[src/rtl/fifo_pkg.sv]
// rtl/fifo_pkg.sv - shared constants and width helpers for the FIFO controller
package fifo_pkg;

   localparam int DEF_DEPTH     = 8;
   localparam int DEF_AE_THRESH = 2;

   function automatic int clog2(input int n);
      int r;
      int v;
      r = 0;
      v = n - 1;
      while (v > 0) begin
         r = r + 1;
         v = v >> 1;
      end
      return r;
   endfunction

   // Occupancy spans 0..DEPTH inclusive, so it needs one bit beyond the address.
   function automatic int count_width(input int depth);
      return clog2(depth) + 1;
   endfunction

endpackage

[src/rtl/fifo_ptr.sv]
// rtl/fifo_ptr.sv - wrapping FIFO pointer with increment and synchronous clear
module fifo_ptr #(
   parameter int W = 4
) (
   input  logic         clk,
   input  logic         clr,
   input  logic         inc,
   output logic [W-1:0] ptr
);

   always_ff @(posedge clk) begin
      if (clr) begin
         ptr <= '0;
      end else if (inc) begin
         ptr <= ptr + W'(1);
      end
   end

endmodule

[src/rtl/fifo_ctrl.sv]
// rtl/fifo_ctrl.sv - single-clock FIFO controller sequencing a dual-port RAM
module fifo_ctrl
   import fifo_pkg::*;
#(
   parameter int DEPTH     = DEF_DEPTH,
   parameter int AW        = clog2(DEPTH),
   parameter int AF_THRESH = DEPTH - 2,
   parameter int AE_THRESH = DEF_AE_THRESH
) (
   input  logic          clk,
   input  logic          rst_i,
   input  logic          flush_i,
   input  logic          wr_en_i,
   input  logic          rd_en_i,
   input  logic          clr_err_i,
   output logic          mem_we_o,
   output logic [AW-1:0] mem_waddr_o,
   output logic          mem_re_o,
   output logic [AW-1:0] mem_raddr_o,
   output logic          rd_valid_o,
   output logic [AW:0]   count_o,
   output logic          full_o,
   output logic          empty_o,
   output logic          almost_full_o,
   output logic          almost_empty_o,
   output logic          ovf_o,
   output logic          udf_o
);

   localparam int CW = count_width(DEPTH);

   localparam logic [CW-1:0] DEPTH_C = CW'(DEPTH);
   localparam logic [CW-1:0] AF_C    = CW'(AF_THRESH);
   localparam logic [CW-1:0] AE_C    = CW'(AE_THRESH);

   logic [CW-1:0] wr_ptr;
   logic [CW-1:0] rd_ptr;
   logic [CW-1:0] count_next;
   logic          push_ok;
   logic          pop_ok;
   logic          ptr_clr;
   logic          ovf_set;
   logic          udf_set;

   // Flags come from registered state only, so a full FIFO never accepts a
   // push that a simultaneous pop would have made room for (and vice versa).
   assign push_ok = wr_en_i & ~full_o  & ~flush_i & ~rst_i;
   assign pop_ok  = rd_en_i & ~empty_o & ~flush_i & ~rst_i;
   assign ptr_clr = rst_i | flush_i;

   assign ovf_set = wr_en_i & full_o  & ~flush_i;
   assign udf_set = rd_en_i & empty_o & ~flush_i;

   fifo_ptr #(.W(CW)) u_wr_ptr (
      .clk (clk),
      .clr (ptr_clr),
      .inc (push_ok),
      .ptr (wr_ptr)
   );

   fifo_ptr #(.W(CW)) u_rd_ptr (
      .clk (clk),
      .clr (ptr_clr),
      .inc (pop_ok),
      .ptr (rd_ptr)
   );

   assign mem_we_o    = push_ok;
   assign mem_waddr_o = wr_ptr[AW-1:0];
   assign mem_re_o    = pop_ok;
   assign mem_raddr_o = rd_ptr[AW-1:0];

   always_comb begin
      count_next = count_o;
      if (push_ok && !pop_ok) begin
         count_next = count_o + CW'(1);
      end else if (pop_ok && !push_ok) begin
         count_next = count_o - CW'(1);
      end
   end

   always_ff @(posedge clk) begin
      if (rst_i || flush_i) begin
         count_o        <= '0;
         full_o         <= 1'b0;
         empty_o        <= 1'b1;
         almost_full_o  <= 1'b0;
         almost_empty_o <= 1'b1;
         rd_valid_o     <= 1'b0;
      end else begin
         count_o        <= count_next;
         full_o         <= (count_next == DEPTH_C);
         empty_o        <= (count_next == '0);
         almost_full_o  <= (count_next >= AF_C);
         almost_empty_o <= (count_next <= AE_C);
         rd_valid_o     <= pop_ok;
      end
   end

   // Sticky error flags survive a flush; a new error wins over a clear.
   always_ff @(posedge clk) begin
      if (rst_i) begin
         ovf_o <= 1'b0;
         udf_o <= 1'b0;
      end else begin
         if (ovf_set) begin
            ovf_o <= 1'b1;
         end else if (clr_err_i) begin
            ovf_o <= 1'b0;
         end
         if (udf_set) begin
            udf_o <= 1'b1;
         end else if (clr_err_i) begin
            udf_o <= 1'b0;
         end
      end
   end

   // Pointer distance (with the wrap bit) must always equal the occupancy.
   always_ff @(posedge clk) begin
      if (!rst_i) begin
         assert (count_o == wr_ptr - rd_ptr);
      end
   end

endmodule

[config.mk]
export PLATFORM = sky130hd
export DESIGN_NAME = fifo_ctrl
export DESIGN_NICKNAME = d
export VERILOG_FILES = /design/src/rtl/fifo_pkg.sv /design/src/rtl/fifo_ptr.sv /design/src/rtl/fifo_ctrl.sv
export SDC_FILE = /design/constraint.sdc
export NUM_CORES = 1
export LEC_CHECK = 0
export ABC_AREA = 1
export BUFFER_PORTS_ARGS = -buffer_cell sky130_fd_sc_hd__buf_2
export CORE_ASPECT_RATIO = 0.9
export CORE_MARGIN = 2
export CORE_UTILIZATION = 50
export DETAILED_ROUTE_END_ITERATION = 8
export PLACE_DENSITY = 0.86
export SETUP_SLACK_MARGIN = 0.5
export SLEW_MARGIN = 0
export SYNTH_ARGS = -nofsm -noshare
export SYNTH_HDL_FRONTEND = slang
export SYNTH_SLANG_ARGS = --single-unit
[constraint.sdc]
create_clock -name clk -period 1.8 [get_ports clk]
set_clock_uncertainty 0.05 [all_clocks]
set_input_delay 0.54 -clock clk [delete_from_list [all_inputs] [get_ports clk]]
set_output_delay 0.54 -clock clk [all_outputs]
set_load 0.01 [all_outputs]
==> implementation parameters, run 1 <==
Parameter                              Value

Logic synthesis
  Post-Synthesis Cells ... 114
  Mapped Avg Cell Area ... 8.09 um2
  Top cells by area, synth ... sky130_fd_sc_hd__dfxtp_1 37%, sky130_fd_sc_hd__nand2_1 6.5%, sky130_fd_sc_hd__nor2_1 6.5%
  Distinct cell type count of the synthesized netlist ... 20
  Count of state elements after synthesis ... 17
  Synth area leader ... sky130_fd_sc_hd__dfxtp_1
  Summed instance area of the synthesized netlist ... 922 um2
  Part of the Yosys area used for sequential elements ... 36.9%
  Synthesized netlist net count ... 124
  Area fraction of the dominant cell type after synthesis ... 36.9%
  Synth warnings ... 0

Floorplanning
  Chip width ... 49.3 um
  Std-Cell Rows ... 14
  Starting Density ... 54.3%
  Vert. Die Dim ... 44.7 um
  # IOs ... 25

Clock network
  Number of buffers inserted during clock tree synthesis ... 3
  Root Buffer ... sky130_fd_sc_hd__clkbuf_4
  Max Root-Sink Buffers ... 2
  Number of H-tree levels ... 1
  Num Clock Sinks ... 17

Timing
  GRT repair_timing worst endpoint ... mem_re_o
  Worst End Pin Type ... primary output

Placement
  Final GP Congestion ... 0.855
  Instance area after placement ... 1140 um2
  Detailed-placement wirelength estimate ... 1520 um
  Count of port buffers added during placement ... 24

Outcome
  First Error ... [ERROR DPL-0038] Utilization greater than 100%, impossible to legalize
  Status ... aborted with a tool error
  Stop stage ... global routing

Global routing
  Maximum number of pins on one net before global-route repair ... 11
## repair_timing
| item | 4_1_cts |
|---|---|
| pin swaps | 13 |
| cloned | 0 |
| hold buffers | 0 |
| gates resized for setup | 52 |
| setup endpoints to repair | 25 |
| buffers inserted | 23 |
## through the flow
| step | worst slack, ns | instances | hold WS [ns] |
|---|---|---|---|
| 2_1_floorplan | 0.415 | 114 | 0.427 |
| 3_3_place_gp | 0.0691 | 164 | 0.393 |
| 3_5_place_dp | 0.0546 | 164 | 0.400 |
| 4_1_cts | 0.218 | 191 | 0.390 |
## logic make-up after synthesis
logic type                 count (synthesis)  synth area share, %
DFF                                       17                 36.9
xor gates and xnor gates                   2                 1.90
AOI/OAI and AO/OA                         10                 6.24
and+or+nand+nor                           63                 41.4
buffers and inverters                     18                 8.14
adders and majority gates                  4                 5.43
## synth_stat cells, drive strengths merged
| cell type | n |
|---|---|
| nor2 | 22 |
| o21ai | 4 |
| nand2 | 23 |
| xnor2 | 1 |
| buf | 1 |
| a21oi | 4 |
| ha | 4 |
| inv | 17 |
| o32ai | 2 |
| nand3 | 18 |
| dfxtp | 17 |
| xor2 | 1 |
==> inputs of run 2 (changes only) <==
--- a/config.mk
+++ b/config.mk
@@ -7,12 +7,10 @@
 export LEC_CHECK = 0
 export ABC_AREA = 1
 export BUFFER_PORTS_ARGS = -buffer_cell sky130_fd_sc_hd__buf_2
-export CORE_ASPECT_RATIO = 0.9
-export CORE_MARGIN = 2
-export CORE_UTILIZATION = 50
+export CORE_AREA = 2 2 63 65
 export DETAILED_ROUTE_END_ITERATION = 8
-export PLACE_DENSITY = 0.86
-export SETUP_SLACK_MARGIN = 0.5
+export DIE_AREA = 0 0 65 67
+export PLACE_DENSITY_LB_ADDON = 0.15
 export SLEW_MARGIN = 0
 export SYNTH_ARGS = -nofsm -noshare
 export SYNTH_HDL_FRONTEND = slang
==> run 2 against run 1 <==
Net effect:
- the flow now finishes without violations
- synthesized area did not move
- synthesized cell count stayed put
==> implementation parameters, run 2 <==
Parameter                              Value

Outcome
  Status ... finished clean

Critical path
  CP max FO ... 4
  CP most frequent cell ... sky130_fd_sc_hd__buf_2
  Launch point of the critical path ... rst_i
  CP startpoint kind ... input pin
  Number of cell instances on the worst register-to-register path ... 10
  Critical R2R Capture ... empty_o
  Buffers and inverters on the worst path ... 3
  Type of the setup path with the least slack ... in -> out
  Largest delay contributor family on the critical path ... buffers and inverters
  Reg2Reg Setup Slack ... 0.23 ns
  Startpoint of the lowest-slack register-to-register path ... count_o[0]
  Arrival time reported for the critical path endpoint ... 1.15 ns
  Chain of cells forming the critical path ... buf_2 > inv_1 > nand2_4 > nor2_4 > buf_2
  Capturing element type of the critical path ... output port
  Capture point of the worst path ... mem_we_o
  Worst EP required ... 1.21 ns
  Slowest stage cell, crit path ... sky130_fd_sc_hd__buf_2
  Total stage count of the critical path ... 5
  Critical path's largest stage delay ... 0.15 ns

Timing
  Setup Viol. Count Final ... 0
  Peak clock frequency supported by timing ... 575 MHz
  Final hold violations ... 0
  Post-layout min period ... 1.74 ns
  Share of the cycle needed by the critical path after routing ... 96.5%
  Setup repair after global routing missed its margin ... no
  Final hold slack ... 0.407 ns
  Relative slew slack ... 82.0%
  Slew at the pin closest to its max-slew limit ... 0.269 ns
  Total negative setup slack ... 0 ns
  Number of pins with negative max-slew slack in the final report ... 0

Detailed routing
  Drt wl/cell ... 11.2 um
  Iteration-0 DRC Markers ... 31
  DRC violation count after routing ... 0
  Residual antenna-violating net count after detailed routing ... 0
  Number of vias after detailed routing ... 827
  Aggregate routed wire length ... 2130 um
  Vias per Instance ... 4.33
  First-pass DRT Iterations ... 4

Logic synthesis
  Count of state elements after synthesis ... 17
  Top cells by area, synth ... sky130_fd_sc_hd__dfxtp_1 37%, sky130_fd_sc_hd__nand2_1 6.5%, sky130_fd_sc_hd__nor2_1 6.5%
  Part of the Yosys area used for sequential elements ... 36.9%
  Distinct cell type count of the synthesized netlist ... 20
  Area fraction of the dominant cell type after synthesis ... 36.9%
  Cell with the most instances after synthesis ... sky130_fd_sc_hd__dfxtp_1
  Mapped Avg Cell Area ... 8.09 um2
  Dominant synthesized flop cell ... sky130_fd_sc_hd__dfxtp_1
  Post-Synthesis Cells ... 114
  Synth warnings ... 0
  Synth area leader ... sky130_fd_sc_hd__dfxtp_1
  Summed instance area of the synthesized netlist ... 922 um2
  Number of enable-type register cells in the synthesized netlist ... 0
  Commonest cells post-synth ... 17 x sky130_fd_sc_hd__dfxtp_1, 16 x sky130_fd_sc_hd__nand2_1, 16 x sky130_fd_sc_hd__nor2_1
  Synthesized netlist net count ... 124
  Share of async-settable or async-resettable flops after synthesis ... 0%

Final layout
  Proportion of layout cells with a drive suffix above 1 ... 37.8%
  Final net count ... 154
  Layout Cells excl Fill ... 191
  Register ranked first by flip-flop count ... count_o
  Antenna Cells ... 0
  Most common cell after layout, fill and taps aside ... sky130_fd_sc_hd__buf_2
  Area growth from synthesis to layout ... 26.3%
  Filler cell count in the final layout ... 401
  Registers with the highest flip-flop counts ... count_o x4, u_rd_ptr.ptr x3, u_wr_ptr.ptr x3
  Number of flip-flops in the largest register ... 4
  Highest-count cells in the layout ignoring fill and taps ... 24 x sky130_fd_sc_hd__buf_2, 17 x sky130_fd_sc_hd__dfxtp_1, 16 x sky130_fd_sc_hd__nor2_1, 16 x sky130_fd_sc_hd__nand2_1, 13 x sky130_fd_sc_hd__inv_1
  Final Util ... 32.3%

Pwr
  Max VDD drop ... 0.000236 V
  Total power per unit cell area ... 666 nW/um2
  Static power due to leakage ... 0.000581 uW

Placement
  Final GP Congestion ... 0.828
  Cell total after placement ... 187
  Detailed-placement wirelength estimate ... 1620 um
  Count of port buffers added during placement ... 24

Clock network
  Number of H-tree levels ... 1
  Num Clock Sinks ... 17
  Number of gates given a new drive strength after cts ... 0
  Clock tree from TritonCTS ... built
  Max Root-Sink Buffers ... 2
  Root Buffer ... sky130_fd_sc_hd__clkbuf_8
  Count of hold-fix buffers inserted at cts ... 0
  Number of buffers inserted during clock tree synthesis ... 3
  Clk pin slew, worst setup/hold paths ... 0.07 ns
  Post-CTS setup-driven buffer insertion count ... 0
  Insertion delay of the later-clocked pin in the worst-skew pair ... 0.25 ns

Worst hold path
  Worst hold-check path type ... reg -> reg

Global routing
  Number of global-route vias before repair ... 806
  Gr usage total ... 11.3%
  Total grt overflow ... 0
  Number of antenna violations at the first check in global routing ... 0
  Maximum number of pins on one net before global-route repair ... 12
  First-pass GRT wire length ... 3650 um

Floorplanning
  Std-Cell Rows ... 22
  DIE AREA ... 4360 um2
  Starting Density ... 25.6%
  Vert. Die Dim ... 67 um
  Chip width ... 65 um
  # IOs ... 25
  Core Area ... 3610 um2

Job
  Count of max-cap constraint violations ... 0
## run 2: cell counts after synthesis
Identical to the previous run, type by type.
## run 2: power by group
group          total, uW  switching, uW  internal, uW
combinational       97.0           60.1          36.8
clock                288            134           154
sequential           391           7.08           384
total                776            201           574
## run 2: area by class of cell
class                   count  area [um2]  area share [%]
clock buffers               3        41.3            3.54
repair buffers             26         148            12.7
well taps                  48        60.1            5.16
clock inverters             1        5.00           0.430
inverters                  17        63.8            5.48
multi-input cells          79         507            43.5
flip-flops and latches     17         340            29.2
## run 2: worst reg2reg max path: stages, from the launching register on
cell                      delay [ns]
sky130_fd_sc_hd__dfxtp_1        0.42
sky130_fd_sc_hd__inv_1          0.11
sky130_fd_sc_hd__ha_1           0.23
sky130_fd_sc_hd__nand2_1        0.07
sky130_fd_sc_hd__inv_1          0.04
sky130_fd_sc_hd__nor2_1         0.11
sky130_fd_sc_hd__nand3_1        0.10
sky130_fd_sc_hd__nand3_2        0.08
sky130_fd_sc_hd__nand3_2        0.09
sky130_fd_sc_hd__nand2_1        0.11
sky130_fd_sc_hd__nor2_1         0.06
## run 2: per-layer routing
metal / global-route usage [%] / vias to the layer above / wire [um]
li1: - / 423 / -
met4: 5.32 / 0 / 15
met2: 17.5 / 22 / 913
met3: 3.72 / 2 / 126
met5: 0 / - / 0
met1: 14.0 / 380 / 1080
## run 2: worst min-delay path by stage
| stage | startpoint | endpoint | slack [ns] | cells past startpoint |
|---|---|---|---|---|
| 3_3_place_gp | u_rd_ptr.ptr[2] | u_rd_ptr.ptr[2] | 0.39 | 2 |
| 4_1_cts | u_wr_ptr.ptr[2] | u_wr_ptr.ptr[2] | 0.41 | 2 |
| 6_report | u_rd_ptr.ptr[2] | u_rd_ptr.ptr[2] | 0.41 | 2 |
| 3_5_place_dp | u_wr_ptr.ptr[2] | u_wr_ptr.ptr[2] | 0.40 | 2 |
| 5_1_grt | clr_err_i | ovf_o | 0.44 | 2 |
| 2_1_floorplan | u_rd_ptr.ptr[2] | u_rd_ptr.ptr[2] | 0.43 | 2 |
## run 2: kinds of logic (layout without fill, tap and decap cells)
logic type	after synthesis	after routing	share of synthesized area, %
adders and majority gates	4	4	5.43
buffers and inverters	18	47	8.14
xor gates and xnor gates	2	2	1.90
DFF	17	17	36.9
and+or+nand+nor	63	63	41.4
AOI/OAI and AO/OA	10	10	6.24
## run 2: stage by stage
step	instance area, um2	setup WS [ns]	power [uW]
2_1_floorplan	922	0.330	462
3_3_place_gp	1120	0.0823	496
3_5_place_dp	1120	0.0583	497
4_1_cts	1160	0.0538	790
5_1_grt	1160	0.0232	821
6_report	1160	0.0624	776
(Power assumes the default switching activity.)
==> inputs of run 3 (changes only) <==
--- a/config.mk
+++ b/config.mk
@@ -10,7 +10,6 @@
 export CORE_AREA = 2 2 63 65
 export DETAILED_ROUTE_END_ITERATION = 8
 export DIE_AREA = 0 0 65 67
-export PLACE_DENSITY_LB_ADDON = 0.15
 export SLEW_MARGIN = 0
 export SYNTH_ARGS = -nofsm -noshare
 export SYNTH_HDL_FRONTEND = slang
==> run 3 against run 2 <==
Net effect:
- global-route usage is 1.3 points lower
- combinational power shrank 2.6%
- clock power barely moved
- first-iteration DRC count fell by 48%
- count of clock-buffer cells in the layout did not move
- final cell count increased by 0.52%
- utilization grew 0.21 points
- die area stayed put
- setup slack improved by 0.019 ns
- wire length shrank 7.6%
==> implementation parameters, run 3 (synthesized netlist as in run 2, its figures left out) <==
Parameter                              Value

Critical path
  Number of cell instances on the worst register-to-register path ... 8
  Critical path's largest stage delay ... 0.14 ns
  Worst EP required ... 1.21 ns
  Type of the setup path with the least slack ... in -> out
  CP startpoint kind ... input pin
  Startpoint of the lowest-slack register-to-register path ... count_o[0]
  Slowest stage cell, crit path ... sky130_fd_sc_hd__buf_2
  Launch point of the critical path ... rst_i
  CP most frequent cell ... sky130_fd_sc_hd__buf_2
  CP max FO ... 8
  Capturing element type of the critical path ... output port
  Chain of cells forming the critical path ... buf_2 > inv_1 > nand2_4 > nor2_4 > buf_2
  Arrival time reported for the critical path endpoint ... 1.13 ns

Floorplanning
  Core Area ... 3610 um2
  DIE AREA ... 4360 um2
  Starting Density ... 25.6%
  Vert. Die Dim ... 67 um
  Std-Cell Rows ... 22
  Chip width ... 65 um
  # IOs ... 25

Final layout
  Register ranked first by flip-flop count ... count_o
  Registers with the highest flip-flop counts ... count_o x4, u_rd_ptr.ptr x3, u_wr_ptr.ptr x3
  Most common cell after layout, fill and taps aside ... sky130_fd_sc_hd__buf_2
  Filler cell count in the final layout ... 399
  Highest-count cells in the layout ignoring fill and taps ... 24 x sky130_fd_sc_hd__buf_2, 17 x sky130_fd_sc_hd__dfxtp_1, 16 x sky130_fd_sc_hd__nor2_1, 16 x sky130_fd_sc_hd__nand2_1, 13 x sky130_fd_sc_hd__inv_1
  Final net count ... 155
  Area taken by flip-flops and latches ... 340 um2
  Antenna Cells ... 0
  Area growth from synthesis to layout ... 27.1%
  Combined area of the multi-input logic cells ... 507 um2
  Proportion of layout cells with a drive suffix above 1 ... 38.2%
  Number of flip-flops in the largest register ... 4

Placement
  Detailed-placement wirelength estimate ... 1550 um
  Count of port buffers added during placement ... 24
  Worst slack after detailed placement ... 0.0739 ns
  Final GP Congestion ... 0.794

Timing
  Share of the cycle needed by the critical path after routing ... 95.5%
  Slew at the pin closest to its max-slew limit ... 0.248 ns
  Final hold violations ... 0
  Final hold slack ... 0.410 ns
  Worst Setup Slack, final ... 0.0812 ns
  Peak clock frequency supported by timing ... 582 MHz
  Relative slew slack ... 83.4%
  Post-layout min period ... 1.72 ns
  Setup Viol. Count Final ... 0
  Number of pins with negative max-slew slack in the final report ... 0
  Total negative setup slack ... 0 ns
  Setup repair after global routing missed its margin ... no

Global routing
  First-pass GRT wire length ... 3290 um
  Number of antenna violations at the first check in global routing ... 0
  Number of global-route vias before repair ... 721
  Total grt overflow ... 0
  Maximum number of pins on one net before global-route repair ... 12
  Gr usage total ... 10.0%

Worst hold path
  Launch instance of the worst min-delay path ... u_wr_ptr.ptr[2]
  Worst Hold Depth ... 2
  Worst hold-check path type ... reg -> reg

Outcome
  Status ... finished clean

Clock network
  Number of H-tree levels ... 1
  Number of buffers inserted during clock tree synthesis ... 3
  Insertion delay of the later-clocked pin in the worst-skew pair ... 0.25 ns
  Clock tree from TritonCTS ... built
  Post-CTS setup-driven buffer insertion count ... 0
  Number of gates given a new drive strength after cts ... 0
  Clk pin slew, worst setup/hold paths ... 0.07 ns
  Count of hold-fix buffers inserted at cts ... 0
  Max Root-Sink Buffers ... 2
  Root Buffer ... sky130_fd_sc_hd__clkbuf_8
  Num Clock Sinks ... 17

Job
  Count of max-cap constraint violations ... 0

Detailed routing
  Aggregate routed wire length ... 1970 um
  Vias per Instance ... 4.09
  Number of vias after detailed routing ... 786
  First-pass DRT Iterations ... 4
  Residual antenna-violating net count after detailed routing ... 0
  Drt wl/cell ... 10.3 um
  Iteration-0 DRC Markers ... 16
  DRC violation count after routing ... 0

Pwr
  Max VDD drop ... 0.000279 V
  Total power per unit cell area ... 660 nW/um2
  Power consumption ... 774 uW
  Static power due to leakage ... 0.000587 uW
==> run 3: path summary, 6_finish.rpt <==
kind | slack [ns] | end
hold reg to reg | 0.41 | u_wr_ptr.ptr[2]
setup reg to reg | 0.29 | empty_o
setup / recovery | 0.08 | mem_we_o
hold / removal | 0.41 | u_wr_ptr.ptr[2]
==> run 3: power breakdown <==
group          internal [uW]  leakage, uW  total, uW  switching [uW]
logic                   36.7     0.000424       94.5            57.8
clock network            154    0.0000255        288             135
registers                384     0.000138        391            7.17
==> run 3: worst max-delay path: cells and delay by family <==
| family | cells | cell delay, ns |
|---|---|---|
| buf+inv | 3 | 0.37 |
| simple gates | 2 | 0.22 |
==> run 3: final cells by class <==
type	count	area share, %
inverter	17	5.44
sequential	17	29.0
clock inverter	1	0.427
tap	48	5.12
clock buffer	3	3.52
multi-input combinational	79	43.2
timing repair buffer	27	13.2
==> run 3: through the flow <==
| stage | instance area [um2] | cells | util, % |
|---|---|---|---|
| 2_1_floorplan | 922 | 114 | - |
| 3_3_place_gp | 1130 | 188 | 31.2 |
| 3_5_place_dp | 1130 | 188 | 31.2 |
| 4_1_cts | 1170 | 192 | 32.5 |
| 5_1_grt | 1170 | 192 | 32.5 |
| 6_report | 1170 | 192 | 32.5 |
==> run 3: metal layers <==
metal  GRT usage [%]  share of wire [%]  vias up
li1                -                  -      426
met1            12.2                 46      344
met2            16.4                 49       14
met3            3.04                4.1        2
met4            3.99                1.3        0
met5               0                  0        -
==> inputs of run 4 (changes only) <==
--- a/config.mk
+++ b/config.mk
@@ -8,9 +8,11 @@
 export ABC_AREA = 1
 export BUFFER_PORTS_ARGS = -buffer_cell sky130_fd_sc_hd__buf_2
 export CORE_AREA = 2 2 63 65
+export CTS_CLUSTER_DIAMETER = 40
 export DETAILED_ROUTE_END_ITERATION = 8
 export DIE_AREA = 0 0 65 67
 export SLEW_MARGIN = 0
 export SYNTH_ARGS = -nofsm -noshare
 export SYNTH_HDL_FRONTEND = slang
+export SYNTH_HIERARCHICAL = 1
 export SYNTH_SLANG_ARGS = --single-unit
==> run 4 against run 3 <==
Net effect:
- synthesized cell count rose by 5.3%
- critical path depth is the same
- largest cell class unchanged
- clock power is essentially flat
- via count up 2.5%
==> implementation parameters, run 4 <==
Parameter                              Value

Timing
  Final hold slack ... 0.420 ns
  Worst Setup Slack, final ... 0.103 ns
  Setup Viol. Count Final ... 0
  Slew at the pin closest to its max-slew limit ... 0.221 ns
  Total negative setup slack ... 0 ns
  Number of pins with negative max-slew slack in the final report ... 0
  Share of the cycle needed by the critical path after routing ... 94.3%
  Final hold violations ... 0
  Setup repair after global routing missed its margin ... no
  Relative slew slack ... 85.2%
  Peak clock frequency supported by timing ... 589 MHz
  Post-layout min period ... 1.70 ns

Placement
  Final GP Congestion ... 0.758
  Count of port buffers added during placement ... 24
  Worst slack after detailed placement ... 0.0844 ns
  Detailed-placement wirelength estimate ... 1470 um
  Instance area after placement ... 1070 um2

Pwr
  Fraction of power spent switching nets ... 23.6%
  Clock power frac ... 39.5%
  Total power per unit cell area ... 656 nW/um2
  Power consumption ... 731 uW
  Static power due to leakage ... 0.000610 uW
  Combinational Power Share ... 8.1%
  Cell internal power dissipation ... 559 uW
  Max VDD drop ... 0.000477 V
  Sequential share of power ... 52.4%
  Reported net switching power ... 172 uW

Final layout
  Filler cell count in the final layout ... 410
  Most common cell after layout, fill and taps aside ... sky130_fd_sc_hd__nand2_1
  Highest-count cells in the layout ignoring fill and taps ... 32 x sky130_fd_sc_hd__nand2_1, 24 x sky130_fd_sc_hd__buf_2, 18 x sky130_fd_sc_hd__inv_1
  Final net count ... 162
  Final instance area ... 1110 um2
  Registers with the highest flip-flop counts ... count_o x4, u_rd_ptr/ptr x3, u_wr_ptr/ptr x3
  Area growth from synthesis to layout ... 29.1%
  Antenna Cells ... 0
  Combined area of the multi-input logic cells ... 448 um2
  Area taken by flip-flops and latches ... 340 um2
  Proportion of layout cells with a drive suffix above 1 ... 29.8%
  Register ranked first by flip-flop count ... count_o
  Number of flip-flops in the largest register ... 4

Detailed routing
  Drt wl/cell ... 9.07 um
  Residual antenna-violating net count after detailed routing ... 0
  Number of vias after detailed routing ... 806
  Iteration-0 DRC Markers ... 11
  DRC violation count after routing ... 0
  Aggregate routed wire length ... 1810 um
  First-pass DRT Iterations ... 4
  Vias per Instance ... 4.05

Floorplanning
  Vert. Die Dim ... 67 um
  Std-Cell Rows ... 22
  Core Area ... 3610 um2
  Chip width ... 65 um
  Starting Density ... 23.9%
  DIE AREA ... 4360 um2
  # IOs ... 25

Logic synthesis
  Mapped Avg Cell Area ... 7.19 um2
  Synth warnings ... 6
  Synthesized netlist net count ... 130
  Summed instance area of the synthesized netlist ... 863 um2
  Post-Synthesis Cells ... 120

Clock network
  Number of gates given a new drive strength after cts ... 0
  Root Buffer ... sky130_fd_sc_hd__clkbuf_8
  Insertion delay of the later-clocked pin in the worst-skew pair ... 0.25 ns
  Number of buffers inserted during clock tree synthesis ... 3
  Number of H-tree levels ... 1
  Clock tree from TritonCTS ... built
  Max Root-Sink Buffers ... 2
  Count of hold-fix buffers inserted at cts ... 0
  Num Clock Sinks ... 17
  Post-CTS setup-driven buffer insertion count ... 0
  Clk pin slew, worst setup/hold paths ... 0.06 ns

Global routing
  Number of global-route vias before repair ... 719
  Number of antenna violations at the first check in global routing ... 0
  Highest-utilization routing layer at the global route stage ... met2
  Gr usage total ... 9.10%
  Met1 global-route usage ... 11.0%
  Maximum number of pins on one net before global-route repair ... 12
  Met3 usage ... 4.05%
  First-pass GRT wire length ... 3060 um
  Met2 track demand over resource in global routing ... 15.5%
  Total grt overflow ... 0

Worst hold path
  Launch instance of the worst min-delay path ... udf_o
  Worst Hold Depth ... 2
  Hold Crit Endpoint ... udf_o
  Worst hold-check path type ... reg -> reg

Critical path
  CP max FO ... 6
  Type of the setup path with the least slack ... in -> out
  Reg2Reg Setup Slack ... 0.28 ns
  Arrival time reported for the critical path endpoint ... 1.11 ns
  CP startpoint kind ... input pin
  Startpoint of the lowest-slack register-to-register path ... count_o[0]
  Critical R2R Capture ... almost_empty_o
  Capturing element type of the critical path ... output port
  Worst EP required ... 1.21 ns
  Number of cell instances on the worst register-to-register path ... 9

Outcome
  Status ... finished clean

Job
  Count of max-cap constraint violations ... 0
[run 4: worst max-delay path: stages]
cell,delay [ns]
sky130_fd_sc_hd__buf_2,0.12
sky130_fd_sc_hd__nor2_4,0.18
sky130_fd_sc_hd__nand2_1,0.07
sky130_fd_sc_hd__inv_1,0.07
sky130_fd_sc_hd__buf_2,0.13
[run 4: worst max-delay path by stage]
stage	slack, ns	cells after the start	startpoint	to
detailed placement	0.08	11	flush_i	almost_empty_o
finish	0.10	5	flush_i	mem_we_o
CTS	0.1	5	flush_i	mem_we_o
floorplan	0.28	4	wr_en_i	mem_we_o
global route	0.05	5	rst_i	mem_re_o
global placement	0.1	11	flush_i	almost_empty_o
[run 4: metal layers]
| layer | wire, um | up-vias |
|---|---|---|
| met2 | 860 | 15 |
| met3 | 89 | 2 |
| met1 | 843 | 357 |
| met4 | 11 | 0 |
| met5 | 0 | - |
| li1 | - | 432 |
[run 4: power by group through the flow]
stage	logic (uW)	registers, uW	clock network (uW)
floorplan	34.7	393	0
global placement	59.6	392	0
detailed placement	59.9	392	0
CTS	60.3	383	302
global route	67.3	384	319
finish	59.0	383	289
[run 4: per-stage QoR]
step / std cells / util [%]
6_report: 199 / 30.9
5_1_grt: 199 / 30.9
4_1_cts: 199 / 30.9
3_5_place_dp: 195 / 29.6
3_3_place_gp: 195 / 29.6
2_1_floorplan: 120 / -
[run 4: area by class of cell]
class                   count  share of cell area [%]
repair buffers             27                    12.8
inverters                  20                    6.73
clock buffers               3                    3.70
well taps                  48                    5.39
flip-flops and latches     17                    30.5
multi-input cells          83                    40.2
clock inverters             1                   0.673
